File: src/rtl/dht11_scheduler.sv
// dht11_scheduler: sequences DHT11 measurements for the APB peripheral.
// It issues a one-cycle start pulse to the reader, either periodically or
// on a software request, then waits a fixed conversion window. It samples
// the reader outputs, retries implausible data and holds the last good
// reading along with valid/error/interrupt status.
//
// Ports:
//   clk            system clock
//   rst            synchronous active-high reset
//   en             enables periodic triggering
//   req_now        one-shot software measurement request (ignored when busy)
//   irq_clr        clears irq (a simultaneous set wins)
//   humidity_in    reader humidity    {int, frac}
//   temperature_in reader temperature {int, frac}
//   dht_start      one-cycle start pulse to the reader
//   humidity       last accepted humidity
//   temperature    last accepted temperature
//   valid          humidity/temperature hold an accepted sample
//   busy           high in every state except IDLE
//   err            sticky error, retries exhausted
//   err_count      saturating count of failed samples
//   irq            level interrupt, set on accept or on error
//
// Build option: DHT_SCHED_PLAUSIBILITY_EN enables the range check and the
// retry/error path. When it is undefined every sample is accepted.
module dht11_scheduler #(
    parameter int CLK_DIV   = 100,
    parameter int US_PER_MS = 1000,
    parameter int PERIOD_MS = 2000,
    parameter int WINDOW_MS = 30,
    parameter int RETRY_MS  = 1000,
    parameter int MAX_RETRY = 2
) (
    input  logic        clk,
    input  logic        rst,
    input  logic        en,
    input  logic        req_now,
    input  logic        irq_clr,
    input  logic [15:0] humidity_in,
    input  logic [15:0] temperature_in,
    output logic        dht_start,
    output logic [15:0] humidity,
    output logic [15:0] temperature,
    output logic        valid,
    output logic        busy,
    output logic        err,
    output logic [7:0]  err_count,
    output logic        irq
);

`ifdef DHT_SCHED_PLAUSIBILITY_EN
    localparam bit CHECK_EN = 1'b1;
`else
    localparam bit CHECK_EN = 1'b0;
`endif

    localparam int US_W = (CLK_DIV > 1) ? $clog2(CLK_DIV) : 1;
    localparam int SUB_W = (US_PER_MS > 1) ? $clog2(US_PER_MS) : 1;
    localparam int MS_PW =
        (PERIOD_MS > RETRY_MS) ? PERIOD_MS : RETRY_MS;
    localparam int MS_MAX =
        (MS_PW > WINDOW_MS) ? MS_PW : WINDOW_MS;
    localparam int MS_W = $clog2(MS_MAX + 1);
    localparam int RT_W =
        (MAX_RETRY > 0) ? $clog2(MAX_RETRY + 1) : 1;

    typedef enum logic [2:0] {
        IDLE  = 3'd0,
        TRIG  = 3'd1,
        WAIT  = 3'd2,
        CHECK = 3'd3,
        GAP   = 3'd4
    } state_t;

    state_t            state;
    logic [US_W-1:0]   us_cnt;
    logic [SUB_W-1:0]  sub_cnt;
    logic [MS_W-1:0]   ms_cnt;
    logic [RT_W-1:0]   retry_cnt;

    logic timer_run;
    logic us_wrap;
    logic sub_wrap;
    logic ms_tick;
    logic period_done;
    logic window_done;
    logic retry_done;
    logic leave;
    logic in_range;
    logic sample_ok;

    // The time base only runs in the timed states; in IDLE it runs only
    // while periodic triggering is enabled, so it sits at 0 otherwise.
    always_comb begin
        timer_run = 1'b0;
        unique case (state)
            IDLE:      timer_run = en;
            WAIT, GAP: timer_run = 1'b1;
            default:   timer_run = 1'b0;
        endcase
    end

    assign us_wrap  = (us_cnt == US_W'(CLK_DIV - 1));
    assign sub_wrap = (sub_cnt == SUB_W'(US_PER_MS - 1));
    assign ms_tick  = timer_run && us_wrap && sub_wrap;

    // A "done" fires on the last cycle of the final millisecond, so the
    // state lasts exactly N ms from the cycle its counters were cleared.
    assign period_done = ms_tick && (ms_cnt == MS_W'(PERIOD_MS - 1));
    assign window_done = ms_tick && (ms_cnt == MS_W'(WINDOW_MS - 1));
    assign retry_done  = ms_tick && (ms_cnt == MS_W'(RETRY_MS - 1));

    always_comb begin
        leave = 1'b0;
        unique case (state)
            IDLE:        leave = req_now || period_done;
            TRIG, CHECK: leave = 1'b1;
            WAIT:        leave = window_done;
            GAP:         leave = retry_done;
            default:     leave = 1'b1;
        endcase
    end

    assign in_range = (humidity_in[15:8] <= 8'd100)
                   && (temperature_in[15:8] <= 8'd60)
                   && ({humidity_in, temperature_in} != 32'd0);
    assign sample_ok = !CHECK_EN || in_range;

    always_ff @(posedge clk) begin
        if (rst) begin
            state       <= IDLE;
            us_cnt      <= '0;
            sub_cnt     <= '0;
            ms_cnt      <= '0;
            retry_cnt   <= '0;
            dht_start   <= 1'b0;
            humidity    <= '0;
            temperature <= '0;
            valid       <= 1'b0;
            busy        <= 1'b0;
            err         <= 1'b0;
            err_count   <= '0;
            irq         <= 1'b0;
        end else begin
            dht_start <= 1'b0;
            if (irq_clr) begin
                irq <= 1'b0;
            end

            // Counters restart on every state change.
            if (leave || !timer_run) begin
                us_cnt  <= '0;
                sub_cnt <= '0;
                ms_cnt  <= '0;
            end else begin
                us_cnt <= us_wrap ? '0 : us_cnt + 1'b1;
                if (us_wrap) begin
                    sub_cnt <= sub_wrap ? '0 : sub_cnt + 1'b1;
                    if (sub_wrap) begin
                        ms_cnt <= ms_cnt + 1'b1;
                    end
                end
            end

            unique case (state)
                IDLE: begin
                    if (req_now || period_done) begin
                        state     <= TRIG;
                        dht_start <= 1'b1;
                        busy      <= 1'b1;
                    end
                end
                TRIG: begin
                    state <= WAIT;
                end
                WAIT: begin
                    if (window_done) begin
                        state <= CHECK;
                    end
                end
                CHECK: begin
                    state <= IDLE;
                    busy  <= 1'b0;
                    if (sample_ok) begin
                        humidity    <= humidity_in;
                        temperature <= temperature_in;
                        valid       <= 1'b1;
                        err         <= 1'b0;
                        irq         <= 1'b1;
                        retry_cnt   <= '0;
                    end else begin
                        if (err_count != 8'hFF) begin
                            err_count <= err_count + 1'b1;
                        end
                        if (retry_cnt < RT_W'(MAX_RETRY)) begin
                            retry_cnt <= retry_cnt + 1'b1;
                            state     <= GAP;
                            busy      <= 1'b1;
                        end else begin
                            err       <= 1'b1;
                            irq       <= 1'b1;
                            retry_cnt <= '0;
                        end
                    end
                end
                GAP: begin
                    if (retry_done) begin
                        state     <= TRIG;
                        dht_start <= 1'b1;
                    end
                end
                default: begin
                    state <= IDLE;
                    busy  <= 1'b0;
                end
            endcase
        end
    end

endmodule

File: config.mk
export PLATFORM = sky130hd
export DESIGN_NAME = dht11_scheduler
export DESIGN_NICKNAME = d
export VERILOG_FILES = /design/src/rtl/dht11_scheduler.sv
export SDC_FILE = /design/constraint.sdc
export NUM_CORES = 1
export LEC_CHECK = 0
export CAP_MARGIN = 30
export CORE_ASPECT_RATIO = 0.75
export CORE_MARGIN = 2
export CORE_UTILIZATION = 47
export DETAILED_ROUTE_END_ITERATION = 7
export GPL_ROUTABILITY_DRIVEN = 0
export GPL_TIMING_DRIVEN = 0
export PLACE_DENSITY_LB_ADDON = 0.15
export SLEW_MARGIN = 20
export SYNTH_ARGS = -nofsm -noshare
export SYNTH_HDL_FRONTEND = slang
export SYNTH_SLANG_ARGS = --single-unit
File: constraint.sdc
create_clock -name clk -period 3 [get_ports clk]
set_clock_uncertainty 0.2 [all_clocks]
set_input_delay 0.45 -clock clk [delete_from_list [all_inputs] [get_ports clk]]
set_output_delay 0.45 -clock clk [all_outputs]
set_load 0.02 [all_outputs]
==> summary.txt, run 1 <==
Outcome
  • Outcome: finished clean

Logic synthesis
  • Share of synthesized cell area in and, or, nand and nor gates: 0.227
  • Flip-flop and latch count after synthesis: 66
  • Synthesized area divided by synthesized cell count: 9.53 um^2
  • Post-synth EDFFs: 0
  • Gate Count Post-Synth: 300
  • Async set-reset flop share out of synthesis: 0
  • Synthesis warning total: 0
  • Top_reg_cell synth: dfxtp_1
  • Share of the yosys chip area belonging to registers: 0.462
  • Synth Cell Area: 2860 um^2
  • Count of cell types in the netlist: 40
  • Multiplexer fraction of the synthesized cell area: 0.112
  • Compound-gate portion of the synthesized area: 0.0372
  • Synth Area in Adders: 0.0350
  • Area share of xor/xnor cells in the synthesized design: 0.0704
  • Combinational family with the most area after synthesis: simple AND/OR/NAND/NOR gates

Placed design
  • Post-DP HPWL: 4670 um
  • Area of placed instances: 3710 um^2
  • Cells after DPL: 458
  • Port-buffer cells: 72
  • Dpl ws: 0.382 ns

Floorplanning
  • Die Y-Extent: 71.6 um
  • Floorplan die width: 94.1 um
  • Starting density of the core: 0.488
  • Number of placement rows: 24
  • Total die area: 6730 um^2
  • Number of top-level design ports: 82
  • Area of the core region: 5860 um^2

Drt
  • Detailed-route via count: 2402
  • Antenna violation net count after detailed routing: 0
  • Initial DRC Count: 102
  • Via count normalized by instance count: 5.09
  • Pre-antenna DRT Iters: 4
  • Total length of routed wires: 6250 um
  • Routed len/inst: 13.3 um
  • Count of unresolved DRC violations after routing: 0

Worst setup path
  • Data required time at the worst endpoint: 2.99 ns
  • Worst Reg-to-Reg Cells: 8
  • Reg-to-reg setup timing slack: 0.49 ns
  • Worst-path fanout max: 10
  • Critical register-to-register path startpoint: us_cnt[0]
  • Nature of the critical path startpoint: flip-flop
  • Worst flop-to-flop path endpoint: us_cnt[6]
  • Max stage delay cell, worst path: nor2_1
  • Endpoint arrival time on the critical path: 2.51 ns
  • Top cell by count, worst path: buf_6
  • Worst path depth: 8
  • Critical Setup Path Class: flip-flop to flip-flop
  • Worst path top cell family by delay: simple AND/OR/NAND/NOR gates
  • CP peak stage delay: 0.56 ns
  • CP bufs+invs: 2
  • Worst path cell trace: ha_1 > nand4bb_1 > nor2_1 > a41o_1 > a221o_1 > buf_6 > buf_6 > nor3_2
  • CP endpoint kind: flip-flop

Finish
  • Top library cells by usage in the layout, fill and taps aside: clkdlybuf4s50_1, dfxtp_1, nor2_1
  • Final core occ: 0.660
  • Number of nets in the final layout: 436
  • Most common cell after layout, fill and taps aside: clkdlybuf4s50_1
  • Finished Cell Area: 3870 um^2
  • Post-Layout Cell Count: 472
  • Growth of design area from synthesis to finish: 35.2%
  • Antenna cells: 0
  • Share of post-route cells with drive strength above 1: 0.0838
  • Fill count: 495

Clock tree
  • TritonCTS clock tree: done
  • Number of buffers inserted during clock tree synthesis: 9
  • Clock-pin slew on the worst setup and hold paths: 0.06 ns
  • Total setup buffers inserted after CTS: 0
  • Cell chosen for the clock root: clkbuf_8
  • CTS hold repair buffers: 0
  • Clock insertion delay at the later pin of the skew report: 0.33 ns
  • Worst-case clock buffer depth: 2
  • CTS-repair resized insts: 0
  • Number of H-tree levels: 3
  • Sinks on the clock net: 66

STA
  • Setup repair after global routing missed its margin: false
  • Summed negative setup slack over all endpoints: 0 ns
  • Headroom to the max-slew limit: 0.527
  • Crit path time final: 2.51 ns
  • Final Hold Fails: 0
  • Final cycle utilization of the critical path: 0.837
  • Slew of the pin with the lowest slew margin: 0.709 ns
  • Worst-case hold slack: 0.264 ns
  • Setup slack of the critical path after layout: 0.488 ns
  • Slew Viols, Final: 0
  • Top achievable clock speed: 398 MHz
  • Final setup viols: 0

Worst hold path
  • Worst Hold End: us_cnt[0]
  • Startpoint of the most critical hold path: us_cnt[0]
  • Hold Path Class: flip-flop to flip-flop
  • Hold path cells: 1

Global routing
  • Gr ovfl total: 0
  • Pin count of the biggest net entering global routing: 11
  • Number of antenna violations at the first check in global routing: 0
  • GRT Total Usage: 0.199
  • Via count of the first global-routing pass: 2208
  • Wire length of the first global-routing pass: 10400 um

Power
  • Power per cell area: 557 nW/um^2
  • Final Total Pwr: 2.16 mW
  • Leakage power: 1.34 nW
  • Maximum ir drop on the vdd rail: 0.444 mV

Flow run
  • Max-capacitance violation count: 0
[sequential cells by signal, summed over array words and instances (netlist names), 2 cells and up]
register     flops
us_cnt           7
sub_cnt         10
state            2
temperature     16
ms_cnt          11
humidity        16
[cell families (layout without fill, tap and decap cells)]
| logic type | Yosys count | after routing |
|---|---|---|
| other | 1 | 9 |
| and+or+nand+nor | 128 | 128 |
| xor gates and xnor gates | 23 | 23 |
| AOI/OAI and AO/OA | 15 | 15 |
| adders and majority gates | 8 | 8 |
| buffers and inverters | 27 | 113 |
| DFF | 66 | 66 |
| muxes | 32 | 32 |
[power by group]
part | total (mW) | switching [mW] | internal, mW
Clock | 0.610 | 0.303 | 0.307
Combinational | 0.569 | 0.300 | 0.270
Sequential | 0.976 | 0.0341 | 0.942
Total | 2.16 | 0.637 | 1.52
[synthesized netlist by cell type, drive strengths merged, types with 2 or more instances]
cell / instances / share of area
dfxtp: 66 / 0.46
nor2: 60 / 0.079
mux2i: 32 / 0.11
xnor2: 16 / 0.049
buf: 15 / 0.039
nor3: 15 / 0.031
nand3: 10 / 0.017
nand2: 9 / 0.012
ha: 8 / 0.035
nand4: 8 / 0.017
nor4: 8 / 0.017
xor2: 7 / 0.021
clkbuf: 6 / 0.0079
inv: 6 / 0.0079
a21oi: 4 / 0.0070
and3: 4 / 0.0087
nand2b: 3 / 0.0066
nand4bb: 2 / 0.0079
o21ai: 2 / 0.0035
o41ai: 2 / 0.0061
[final cells by class]
type / count / area [um^2] / area share
Sequential cell: 66 / 1320 / 0.342
Inverter: 6 / 22.5 / 0.00583
Timing Repair Buffer: 72 / 721 / 0.186
Clock inverter: 4 / 20.0 / 0.00518
Multi-Input combinational cell: 215 / 1410 / 0.365
Clock buffer: 10 / 138 / 0.0356
Tap cell: 78 / 97.6 / 0.0252
Buffer: 21 / 135 / 0.0350
[metal layers]
metal / share of wire / up-vias / GRT usage
li1: - / 1203 / -
met1: 0.46 / 1111 / 0.263
met2: 0.45 / 76 / 0.298
met3: 0.071 / 12 / 0.0715
met4: 0.023 / 0 / 0.0789
met5: 0 / - / 0
[worst max-delay path by stage]
stage / start / end / slack, ns
finish: us_cnt[0] / us_cnt[6] / 0.49
global route: us_cnt[0] / sub_cnt[9] / 0.27
CTS: us_cnt[0] / us_cnt[6] / 0.47
detailed placement: en / us_cnt[6] / 0.38
global placement: en / us_cnt[6] / 0.39
floorplan: sub_cnt[0] / us_cnt[6] / 0.79
(Power assumes the default switching activity.)
==> inputs of run 2 (changes only) <==
==> constraint.sdc (replaced) <==
create_clock -name clk -period 2.5 [get_ports clk]
set_clock_uncertainty 0.2 [all_clocks]
set_input_delay 0.375 -clock clk [delete_from_list [all_inputs] [get_ports clk]]
set_output_delay 0.375 -clock clk [all_outputs]
set_load 0.02 [all_outputs]
==> run 2 against run 1 <==
Routed wire length up 2.0%. Worst setup slack worse by 0.37 ns. Final cell count unchanged. Critical path depth up 1. Fmax up 5.4%. Sequential power up 20%. Combinational power up 24%. Critical path type unchanged. Critical endpoint is now sub_cnt[9]. Highest routed layer unchanged.
==> summary.txt, run 2 (same netlist as run 1, synthesis figures left out) <==
Clock tree
  • CTS-repair resized insts: 1
  • CTS hold repair buffers: 0
  • Number of H-tree levels: 3
  • Clock-pin slew on the worst setup and hold paths: 0.07 ns
  • Sinks on the clock net: 66
  • Total setup buffers inserted after CTS: 0
  • Clock insertion delay at the later pin of the skew report: 0.33 ns
  • TritonCTS clock tree: done
  • Worst-case clock buffer depth: 2
  • Cell chosen for the clock root: clkbuf_8
  • Number of buffers inserted during clock tree synthesis: 9

Global routing
  • GRT Total Usage: 0.199
  • Number of antenna violations at the first check in global routing: 0
  • Via count of the first global-routing pass: 2216
  • Gr ovfl total: 0
  • Pin count of the biggest net entering global routing: 11
  • Wire length of the first global-routing pass: 10500 um

STA
  • Top achievable clock speed: 420 MHz
  • Final cycle utilization of the critical path: 0.953
  • Final setup viols: 0
  • Slew of the pin with the lowest slew margin: 0.715 ns
  • Final Hold Fails: 0
  • Worst-case hold slack: 0.264 ns
  • Slew Viols, Final: 0
  • Summed negative setup slack over all endpoints: 0 ns
  • Crit path time final: 2.38 ns
  • Headroom to the max-slew limit: 0.524

Floorplanning
  • Number of placement rows: 24
  • Starting density of the core: 0.488
  • Total die area: 6730 um^2
  • Floorplan die width: 94.1 um
  • Die Y-Extent: 71.6 um
  • Number of top-level design ports: 82
  • Area of the core region: 5860 um^2

Placed design
  • Port-buffer cells: 72
  • Cells after DPL: 458
  • Post-DP HPWL: 4670 um
  • Area of placed instances: 3710 um^2

Drt
  • Via count normalized by instance count: 5.10
  • Antenna violation net count after detailed routing: 0
  • Routed len/inst: 13.5 um
  • Total length of routed wires: 6380 um
  • Count of unresolved DRC violations after routing: 0
  • Initial DRC Count: 102
  • Detailed-route via count: 2406
  • Pre-antenna DRT Iters: 4

Power
  • Power per cell area: 671 nW/um^2
  • Maximum ir drop on the vdd rail: 0.558 mV
  • Leakage power: 1.33 nW

Finish
  • Growth of design area from synthesis to finish: 36.0%
  • Finished Cell Area: 3890 um^2
  • Leading registers by flop count: humidity x16, temperature x16, ms_cnt x11
  • Post-Layout Cell Count: 472
  • Antenna cells: 0
  • Number of nets in the final layout: 436
  • Most common cell after layout, fill and taps aside: clkdlybuf4s50_1
  • Share of post-route cells with drive strength above 1: 0.0964
  • Top library cells by usage in the layout, fill and taps aside: clkdlybuf4s50_1, dfxtp_1, nor2_1

Worst setup path
  • Endpoint arrival time on the critical path: 2.38 ns
  • Worst-path fanout max: 10
  • Nature of the critical path startpoint: flip-flop
  • Critical Setup Path Class: flip-flop to flip-flop
  • Data required time at the worst endpoint: 2.50 ns
  • CP endpoint kind: flip-flop

Flow run
  • Max-capacitance violation count: 0

Outcome
  • Outcome: finished clean

Worst hold path
  • Hold Path Class: flip-flop to flip-flop
[run 2: critical path, cell delays in order (launching register included)]
cell and delay [ns]:
dfxtp_1 0.32, inv_1 0.12, ha_1 0.31, a31oi_2 0.16
nor4_2 0.33, a41o_1 0.26, a221o_1 0.17, buf_6 0.15
buf_6 0.16, nor3_2 0.05
[run 2: metrics by stage]
| step | utilization | setup slack [ns] | total power, mW |
|---|---|---|---|
| CTS | 0.661 | 0.0724 | 2.61 |
| finish | 0.664 | 0.117 | 2.61 |
| detailed placement | 0.633 | -0.0428 | 1.88 |
| global route | 0.664 | -0.00730 | 2.75 |
| floorplan | - | 0.290 | 1.62 |
| global placement | 0.633 | -0.0433 | 1.86 |
[run 2: worst paths after layout]
kind | from | to | slack [ns] | cells past startpoint
hold reg to reg | us_cnt[0] | us_cnt[0] | 0.26 | 1
setup reg to reg | state[0] | sub_cnt[9] | 0.12 | 9
setup / recovery | state[0] | sub_cnt[9] | 0.12 | 9
hold / removal | us_cnt[0] | us_cnt[0] | 0.26 | 1
[run 2: area by class of cell]
type | count | area [um^2]
clock inverters | 4 | 20.0
flip-flops and latches | 66 | 1320
inverters | 6 | 22.5
multi-input cells | 215 | 1440
plain buffers | 21 | 135
clock buffers | 10 | 138
well taps | 78 | 97.6
repair buffers | 72 | 721
fillers | 495 | 1970
[run 2: report_power, final]
group | total (mW) | switching (mW) | internal, mW | leakage [nW]
clock | 0.735 | 0.366 | 0.368 | 0.0875
combinational | 0.704 | 0.373 | 0.331 | 0.712
sequential | 1.17 | 0.0407 | 1.13 | 0.533
[run 2: layer usage]
layer  global-route usage  vias up  wire length (um)
li1                     -     1197                 -
met4               0.0789        0               142
met1                0.263     1127              2950
met3               0.0715       12               387
met2                0.301       70              2900
met5                    0        -                 0
==> inputs of run 3 (changes only) <==
--- a/config.mk
+++ b/config.mk
@@ -5,7 +5,7 @@
 export SDC_FILE = /design/constraint.sdc
 export NUM_CORES = 1
 export LEC_CHECK = 0
-export CAP_MARGIN = 30
+export CAP_MARGIN = 10
 export CORE_ASPECT_RATIO = 0.75
 export CORE_MARGIN = 2
 export CORE_UTILIZATION = 47
==> results of run 3 <==
No change in the layout: final DEF, timing and power equal those of run 2.
